## src/rtl/enemy_rom_arbiter.sv

```systemverilog
// enemy_rom_arbiter
//   Shares one sprite ROM read port among N_CH enemy render units. Each cycle
//   at most one requester is granted. The granted address goes to the ROM,
//   and a tag of the form {valid, channel} travels alongside the ROM latency.
//   When the tag comes out, the returned word is steered back to its owner
//   with a one-cycle, one-hot rvalid strobe.
//
//   Build option:
//     ENEMY_ARB_FIXED_PRIO_EN  When defined, the lowest asserted request wins
//                              and there is no round-robin pointer. When it is
//                              undefined (the default), arbitration is
//                              round-robin.
//
//   Ports:
//     clk       system clock
//     rst       asynchronous active-high reset
//     req       per-channel read request, held until granted
//     addr_in   packed channel addresses, channel k at [k*ADDR_W +: ADDR_W]
//     gnt       combinational one-hot grant, zero when no request is present
//     rom_addr  registered ROM address
//     rom_rden  registered ROM read enable
//     rom_q     ROM read data; must be valid ROM_LAT edges after the accept
//     rdata     returned word, held until the next return
//     rvalid    one-hot strobe that marks the owner of rdata
module enemy_rom_arbiter #(
    parameter int N_CH    = 8,
    parameter int ADDR_W  = 12,
    parameter int DATA_W  = 8,
    parameter int ROM_LAT = 2
) (
    input  logic                   clk,
    input  logic                   rst,
    input  logic [N_CH-1:0]        req,
    input  logic [N_CH*ADDR_W-1:0] addr_in,
    output logic [N_CH-1:0]        gnt,
    output logic [ADDR_W-1:0]      rom_addr,
    output logic                   rom_rden,
    input  logic [DATA_W-1:0]      rom_q,
    output logic [DATA_W-1:0]      rdata,
    output logic [N_CH-1:0]        rvalid
);

    localparam int IDX_W = (N_CH > 1) ? $clog2(N_CH) : 1;

    logic [IDX_W-1:0]   gnt_idx;
    logic               gnt_any;
    logic [ADDR_W-1:0]  sel_addr;
    logic [ROM_LAT-1:0] tag_vld;
    logic [IDX_W-1:0]   tag_idx [ROM_LAT];

`ifdef ENEMY_ARB_FIXED_PRIO_EN
    // The scan runs downward, so the lowest set bit is the last one written.
    always_comb begin
        gnt_idx = '0;
        gnt_any = 1'b0;
        for (int i = N_CH - 1; i >= 0; i--) begin
            if (req[i]) begin
                gnt_idx = IDX_W'(i);
                gnt_any = 1'b1;
            end
        end
    end
`else
    localparam logic [IDX_W:0]   N_CH_X = (IDX_W + 1)'(N_CH);
    localparam logic [IDX_W-1:0] LAST   = IDX_W'(N_CH - 1);

    logic [IDX_W-1:0] ptr;
    logic [IDX_W:0]   cand;

    // Scan from ptr upward. The wrap is explicit, so a non-power-of-2 N_CH
    // never produces an index at or beyond N_CH.
    always_comb begin
        gnt_idx = '0;
        gnt_any = 1'b0;
        cand    = '0;
        for (int i = 0; i < N_CH; i++) begin
            cand = {1'b0, ptr} + (IDX_W + 1)'(i);
            if (cand >= N_CH_X) begin
                cand = cand - N_CH_X;
            end
            if (!gnt_any && req[cand[IDX_W-1:0]]) begin
                gnt_idx = cand[IDX_W-1:0];
                gnt_any = 1'b1;
            end
        end
    end

    always_ff @(posedge clk or posedge rst) begin
        if (rst) begin
            ptr <= '0;
        end else if (gnt_any) begin
            ptr <= (gnt_idx == LAST) ? '0 : gnt_idx + 1'b1;
        end
    end
`endif

    always_comb begin
        gnt = '0;
        if (gnt_any) begin
            gnt[gnt_idx] = 1'b1;
        end
    end

    always_comb begin
        sel_addr = '0;
        for (int i = 0; i < N_CH; i++) begin
            if (gnt_idx == IDX_W'(i)) begin
                sel_addr = addr_in[i*ADDR_W +: ADDR_W];
            end
        end
    end

    // gnt is a subset of req, so any grant is an accept at this edge.
    // Stage 0 of the tag pipe is loaded at the accept edge. The last stage
    // is therefore presented ROM_LAT-1 edges later and consumed on edge
    // accept+ROM_LAT, which is when rom_q holds this read's data.
    always_ff @(posedge clk or posedge rst) begin
        if (rst) begin
            rom_addr <= '0;
            rom_rden <= 1'b0;
            rdata    <= '0;
            rvalid   <= '0;
            tag_vld  <= '0;
            for (int i = 0; i < ROM_LAT; i++) begin
                tag_idx[i] <= '0;
            end
        end else begin
            rom_rden <= gnt_any;
            if (gnt_any) begin
                rom_addr <= sel_addr;
            end
            tag_vld[0] <= gnt_any;
            tag_idx[0] <= gnt_idx;
            for (int i = 1; i < ROM_LAT; i++) begin
                tag_vld[i] <= tag_vld[i-1];
                tag_idx[i] <= tag_idx[i-1];
            end
            if (tag_vld[ROM_LAT-1]) begin
                rdata  <= rom_q;
                rvalid <= N_CH'(1) << tag_idx[ROM_LAT-1];
            end else begin
                rvalid <= '0;
            end
        end
    end

endmodule

```

## config.mk

```make
export PLATFORM = sky130hd
export DESIGN_NAME = enemy_rom_arbiter
export DESIGN_NICKNAME = d
export VERILOG_FILES = /design/src/rtl/enemy_rom_arbiter.sv
export SDC_FILE = /design/constraint.sdc
export NUM_CORES = 1
export LEC_CHECK = 0
export CAP_MARGIN = 30
export CORE_UTILIZATION = 30
export CTS_CLUSTER_SIZE = 16
export DETAILED_ROUTE_END_ITERATION = 8
export SLEW_MARGIN = 15
export SYNTH_ARGS = -nofsm -noshare
export SYNTH_HDL_FRONTEND = slang
export SYNTH_SLANG_ARGS = --single-unit
```

## constraint.sdc

```tcl
create_clock -name clk -period 4.2 [get_ports clk]
set_input_delay 0.84 -clock clk [delete_from_list [all_inputs] [get_ports clk]]
set_output_delay 0.84 -clock clk [all_outputs]
set_load 0.05 [all_outputs]
```

# --- After elaboration in Yosys (flattened, before gate mapping) ---
# Cells that the tools add are included.
# Widths: inputs -> output; s select.
totals:
  register_bits: 40
  latch_bits: 0
  mem_bits_rw: 0
  romBits: 0
  inputBits: 114
  out_inout_bits: 37
  word_cells: 119
  memories: 0
op_classes:
  addsub: 16
  n_mul: 0
  n_div: 0
  order_cmp: 18
  n_eq_ne: 7
  shift: 1
  n_mux: 53
  n_bitwise: 0
  reduce_logical: 16
ops:
  columns: ["operator", "n"]
  rows:
  - ["$mux 12", 8]
  - ["$mux 3", 17]
  - ["$lt 3x4->1 const B", 9]
  - ["$ge 4x4->1 const B", 7]
  - ["$bmux 1 s3", 8]
  - ["$sub 3x1->3 const B", 8]
  - ["$mux 1", 17]
  - ["$add 3x3->4 const B", 4]
  - ["$mux 8", 2]
  - ["$eq 3x3->1 const B", 4]
  - ["$add 3x2->4 const B", 2]
  - ["$logic_and 1x1->1", 8]
  - ["$shl 1x3->8 const A", 1]
  - ["$logic_not 1->1", 7]
  - ["$eq 3x2->1 const B", 2]
  - ["$add 3x1->4 const B", 1]
  - ["$ge 3x4->1 const B", 1]
  - ["$add 3x1->3 const B", 1]
  - ["$demux 1 s3", 1]
  - ["$eq 3x1->1 const B", 1]
  - ["$ge 3x1->1 const B", 1]
  - ["$logic_not 3->1", 1]

# --- Depth between registers and ports, before layout ---
depth:
  ltp_word: 35
  depth_mapped: 21
  ltp_nobuf: 16

# --- Worst setup path after synthesis ---
# Ideal clock, no wire load.
synth_path:
  path_type: "reg-to-output"
  start: "register ptr[1]"
  end: "output port gnt[0]"
  arrival_ps: 4191
  slack_ps: -831
  stages_incl_launch_ff: 16
  path_cell_list: "dfrtp_1 buf_2 buf_2 inv_1 ha_1 buf_4 buf_4 mux2i_1 mux4_2 o21ai_1 nor3_1 nand3_1 clkbuf_1 buf_1 nand2_1 nor3_1"
synth_lines:
  columns: ["element", "line_no", "source"]
  rows:
  - ["from (decl)", "67", "logic [IDX_W-1:0] ptr;"]
  - ["from (signal assigned)", "92", "ptr <= (gnt_idx == LAST) ? '0 : gnt_idx + 1'b1;"]
  - ["branches (longest 25 deep; another with $add 3x1->4)", null, null]
  - ["$mux 1 *", "81", "if (!gnt_any && req[cand[IDX_W-1:0]]) begin"]
  - ["via gnt_any", "46", "logic gnt_any;"]
  - ["$mux 8 *", "99", "if (gnt_any) begin"]
  - ["to (decl)", "35", "output logic [N_CH-1:0] gnt,"]
# Mark *: on every way through the listed nets, which the timed path passes. The select of a mux whose other input is x is not followed.

# --- Worst setup path after layout ---
layout_path:
  start: "input port req[0]"
  end: "output port gnt[1]"
layout_via:
  elab_chain_cells: 29
layout_lines:
  columns: ["element", "line_no", "source"]
  rows:
  - ["from (decl)", "33", "input logic [N_CH-1:0] req,"]
  - ["$bmux 1 s3", "81", null]
  - ["$mux 1 (implied by the code)", "81", null]
  - ["$mux 1", "81", null]
  - ["$logic_not 1->1", "81", null]
  - ["$logic_and 1x1->1", "81", null]
  - ["$mux 1", "81", null]
  - ["$logic_not 1->1", "81", null]
  - ["$logic_and 1x1->1", "81", null]
  - ["(+14 left out)", null, null]
  - ["$logic_and 1x1->1", "81", null]
  - ["$mux 3 *", "81", null]
  - ["via gnt_idx[1]", "45", "logic [IDX_W-1:0] gnt_idx;"]
  - ["$lt 3x4->1 (implied by the code) or $ge 3x1->1 (tied branches)", "100", "gnt[gnt_idx] = 1'b1;"]
  - ["$logic_and 1x1->1 (implied by the code)", "100", null]
  - ["$mux 1 (implied by the code)", "100", null]
  - ["$demux 1 s3 *", "100", null]
  - ["$mux 8 *", "99", null]
# Mark *: on every way through the listed nets, which the timed path passes. The rest lies on a longest branch. The select of a mux whose other input is x is not followed.

==> summary.md <==
The post-synthesis async set-or-reset flop share is 1.000, and the cts-stage hold buffer count is 0. The tools report the maximum level of the CTS H-tree as 2. The number of buffers created by CTS was 5.

TritonCTS built the clock tree. Biggest fanout along the worst timing path: 9. The logs give 59 for the count of distinct cell types in the synthesized netlist and -0.03175 ns for the final worst setup slack. The run gives 39 as the clock sink total. Subtracting the final worst setup slack from the clock period gives 4.232 ns. The fraction of post-synthesis cell area in the top cell type by area is 0.2930.

The final reports fail on design-rule violations, negative setup slack. The worst-case setup slack after placement was -0.4499 ns; the post-layout net count was 688. Signal routing reaches up to met4.

The final setup violation count is 3, and the final number of max-transition violations is 0. The cell sitting at the root of the clock tree is a sky130_fd_sc_hd__clkbuf_8. In this run, the number of DRC markers left after iteration 0 of detailed routing was 312.

The detailed router put a total of 5387 um of wire on met1. The tool flagged a number of max-cap violations equal to 0. The upper clock frequency limit is 236.3 MHz, and the arrival time of the worst setup path is 3.39 ns.

Setup repair after global routing could not meet its margin everywhere. The cell depth of the worst flop-to-flop path is 17. The tools report the endpoint class of the critical path as a primary output. Counting instances, the worst hold path has a depth of 0. The finished layout holds 710 standard cells, fillers aside. Entering global routing, the biggest net connects 40 pins. The count of vias placed by the detailed router is 3867, and the relative area change from synthesis to final layout is 81.93%. The synthesized design contains 39 register bits. The logs give 13360 um for the aggregate routed wire length and 38 for the number of core rows.

Area of the core region: 10840 um^2. Clock latency on the worst-skew pair, taken at its later pin, is 0.29 ns. The measured slew at the worst slew-check pin is 0.5900 ns. For the number of global-route vias before repair, the log shows 3766.

Number of enable-type register cells in the synthesized netlist: 0. Once placement finished, the instance area stood at 5597 um^2. In this run the most critical hold path is launched from tag_idx[3]. The pre-antenna-repair detailed-routing pass consisted of 7 iterations.

The tools report the startpoint of the most critical setup path as req[0]. The startpoint kind of the worst setup timing path was a primary input. The die is 107.4 um tall. The run gives 0.9365 as the weighted congestion at the end of routability-driven global placement. After routing the design area is 6060 um^2. The path type of the worst min-delay path is reg2reg. The logs give 3.36 ns for the endpoint required time on the critical path and 0.3072 for the starting utilization of the core area.

The routed wire length per instance was 18.81 um; the count of antenna diodes in the layout was 0. The type of the worst setup path was in2out. Initial antenna violation count: 0. Using the TritonRoute via totals, the vias-per-cell ratio works out to 5.446.

The HPWL reported at the end of detailed placement is 10390 um, and the clock transition at the registers of the reported paths is 0.07 ns. The final hold violation count is 0, and the cell area after synthesis is 3331 um^2. Synthesized area per cell: 9.710 um^2. For the final worst clock skew, the log shows 0.007529 ns.

Sorting the synthesized cells by area gives the leading types as sky130_fd_sc_hd__dfrtp_1, sky130_fd_sc_hd__mux4_2, sky130_fd_sc_hd__mux2i_1. The portion of the clock cycle consumed by the worst path in the final layout was 1.008. The number of buffers inserted by port buffering is 150, and the number of buffers between clock root and the deepest sink is 2. The Yosys step of the flow raised 0 warnings. The run finished, with violations left. The run gives 0.2273 as the global routing usage summed across all routing layers.

The logs give 343 for the cell count after synthesis and 1 for the post-detailed-route DRC marker count. In the detailed route, the total length drawn on met2 is 6681 um. Summed over all instances, the cell type with the most area after synthesis is sky130_fd_sc_hd__dfrtp_1. The fraction of layout instances using a drive strength above 1 works out to 0.3439.

The startpoint identified for the worst register-to-register timing path is ptr[0]. The area of the die was 11530 um^2. The run gives 979 um as the total met3 wirelength after detailed routing.

The number of top-level design ports came out at 151. After detailed placement, the design holds a cell count of 682. The share of the yosys chip area belonging to registers was 0.2930; the worst slew margin relative to its limit was 0.6060.

The horizontal die dimension is 107.4 um. The first global-routing pass estimated 20270 um of wire. Main flop type after synthesis: sky130_fd_sc_hd__dfrtp_1. The tools report the net count of the mapped netlist as 462. The total overflow left after global routing is 0.

In this run the remaining antenna-violating nets after routing total 0.
-- routing by layer --
metal,global-route usage,vias to the layer above
met5,0,-
met4,0.07339,0
met3,0.04843,24
met2,0.3825,152
met1,0.2891,1855
li1,-,1836
-- cell usage in the layout (no fill, tap or decap), types with 13 or more instances in the layout --
| master | netlist | final |
|---|---|---|
| sky130_fd_sc_hd__dfrtp_1 | 39 | 38 |
| sky130_fd_sc_hd__a221oi_1 | 14 | 14 |
| sky130_fd_sc_hd__o21ai_0 | 29 | 26 |
| sky130_fd_sc_hd__clkdlybuf4s50_1 | 0 | 134 |
| sky130_fd_sc_hd__nand2_1 | 18 | 17 |
| sky130_fd_sc_hd__nor2_1 | 18 | 14 |
| sky130_fd_sc_hd__o22ai_1 | 13 | 13 |
| sky130_fd_sc_hd__o221ai_1 | 13 | 13 |
| sky130_fd_sc_hd__buf_4 | 5 | 86 |
| sky130_fd_sc_hd__inv_1 | 21 | 17 |
-- synthesized netlist by cell type (11+ instances only) --
| cell | n |
|---|---|
| sky130_fd_sc_hd__dfrtp_1 | 39 |
| sky130_fd_sc_hd__o21ai_0 | 29 |
| sky130_fd_sc_hd__inv_1 | 21 |
| sky130_fd_sc_hd__nand2_1 | 18 |
| sky130_fd_sc_hd__nor2_1 | 18 |
| sky130_fd_sc_hd__mux2i_1 | 17 |
| sky130_fd_sc_hd__a221oi_1 | 14 |
| sky130_fd_sc_hd__o221ai_1 | 13 |
| sky130_fd_sc_hd__o22ai_1 | 13 |
| sky130_fd_sc_hd__clkbuf_1 | 12 |
| sky130_fd_sc_hd__o32ai_1 | 12 |
| sky130_fd_sc_hd__mux2_2 | 11 |
-- through the flow --
stage          hold WS, ns    util  setup TNS (ns)
2_1_floorplan       0.3312       -        -0.01702
3_3_place_gp        0.3330  0.5163          -5.575
3_5_place_dp        0.3356  0.5163          -7.260
4_1_cts             0.3524  0.5452        -0.09419
5_1_grt             0.3704  0.5590          -2.308
6_report            0.3490  0.5590        -0.05859
-- critical path, cell delays in order --
cell and delay [ns]:
sky130_fd_sc_hd__clkdlybuf4s15_1 0.27, sky130_fd_sc_hd__mux4_2 0.51, sky130_fd_sc_hd__mux2i_2 0.22, sky130_fd_sc_hd__buf_4 0.15, sky130_fd_sc_hd__buf_4 0.11, sky130_fd_sc_hd__o32ai_4 0.10, sky130_fd_sc_hd__a22o_1 0.20, sky130_fd_sc_hd__o211ai_1 0.25
sky130_fd_sc_hd__a22o_2 0.24, sky130_fd_sc_hd__inv_4 0.08, sky130_fd_sc_hd__nor3_4 0.25, sky130_fd_sc_hd__buf_12 0.17
-- cells by family (layout without fill, tap and decap cells) --
kind of cell,Yosys count,count (layout),share of synthesized area
buffers and inverters,50,277,0.06725
xor gates and xnor gates,4,4,0.01278
adders and majority gates,5,5,0.01878
muxes,39,39,0.1627
DFF,39,39,0.2930
and+or+nand+nor,72,72,0.1104
AOI/OAI and AO/OA,134,134,0.3351
-- registers in the layout (all words and copies together), names as in the netlist --
register / flops
ptr: 3
rdata: 8
rom_addr: 12
rvalid: 8
tag_idx: 6
tag_vld: 2
-- path summary, 6_finish.rpt --
| kind | end | slack (ns) |
|---|---|---|
| max | gnt[1] | -0.03 |
| max in group asynchronous | ptr[2] | 2.84 |
| min reg2reg | tag_idx[0] | 0.35 |
| max reg2reg | rom_addr[7] | 0.06 |
| min in group asynchronous | rom_addr[1] | 0.98 |
| min | tag_idx[0] | 0.35 |
-- what timing repair did --
action | 4_1_cts | 5_1_grt
pin swaps | 11 | 3
endpoints found under the setup margin | 19 | 20
resized for setup | 38 | 34
endpoints found under the hold margin | 0 | 0
buffers inserted | 15 | 7
-- layout make-up --
type                       count  area (um^2)
fill                        1009         4781
clock inverter                 3        43.79
inverter                      24        97.59
timing repair buffer         245         2320
tap                          140        175.2
clock buffer                   5        68.82
sequential                    39        977.2
multi-input combinational    254         2377
Power is left out: the tool's default activity adds up to more than one toggle a clock period on the data nets, which glitch-free logic cannot reach.
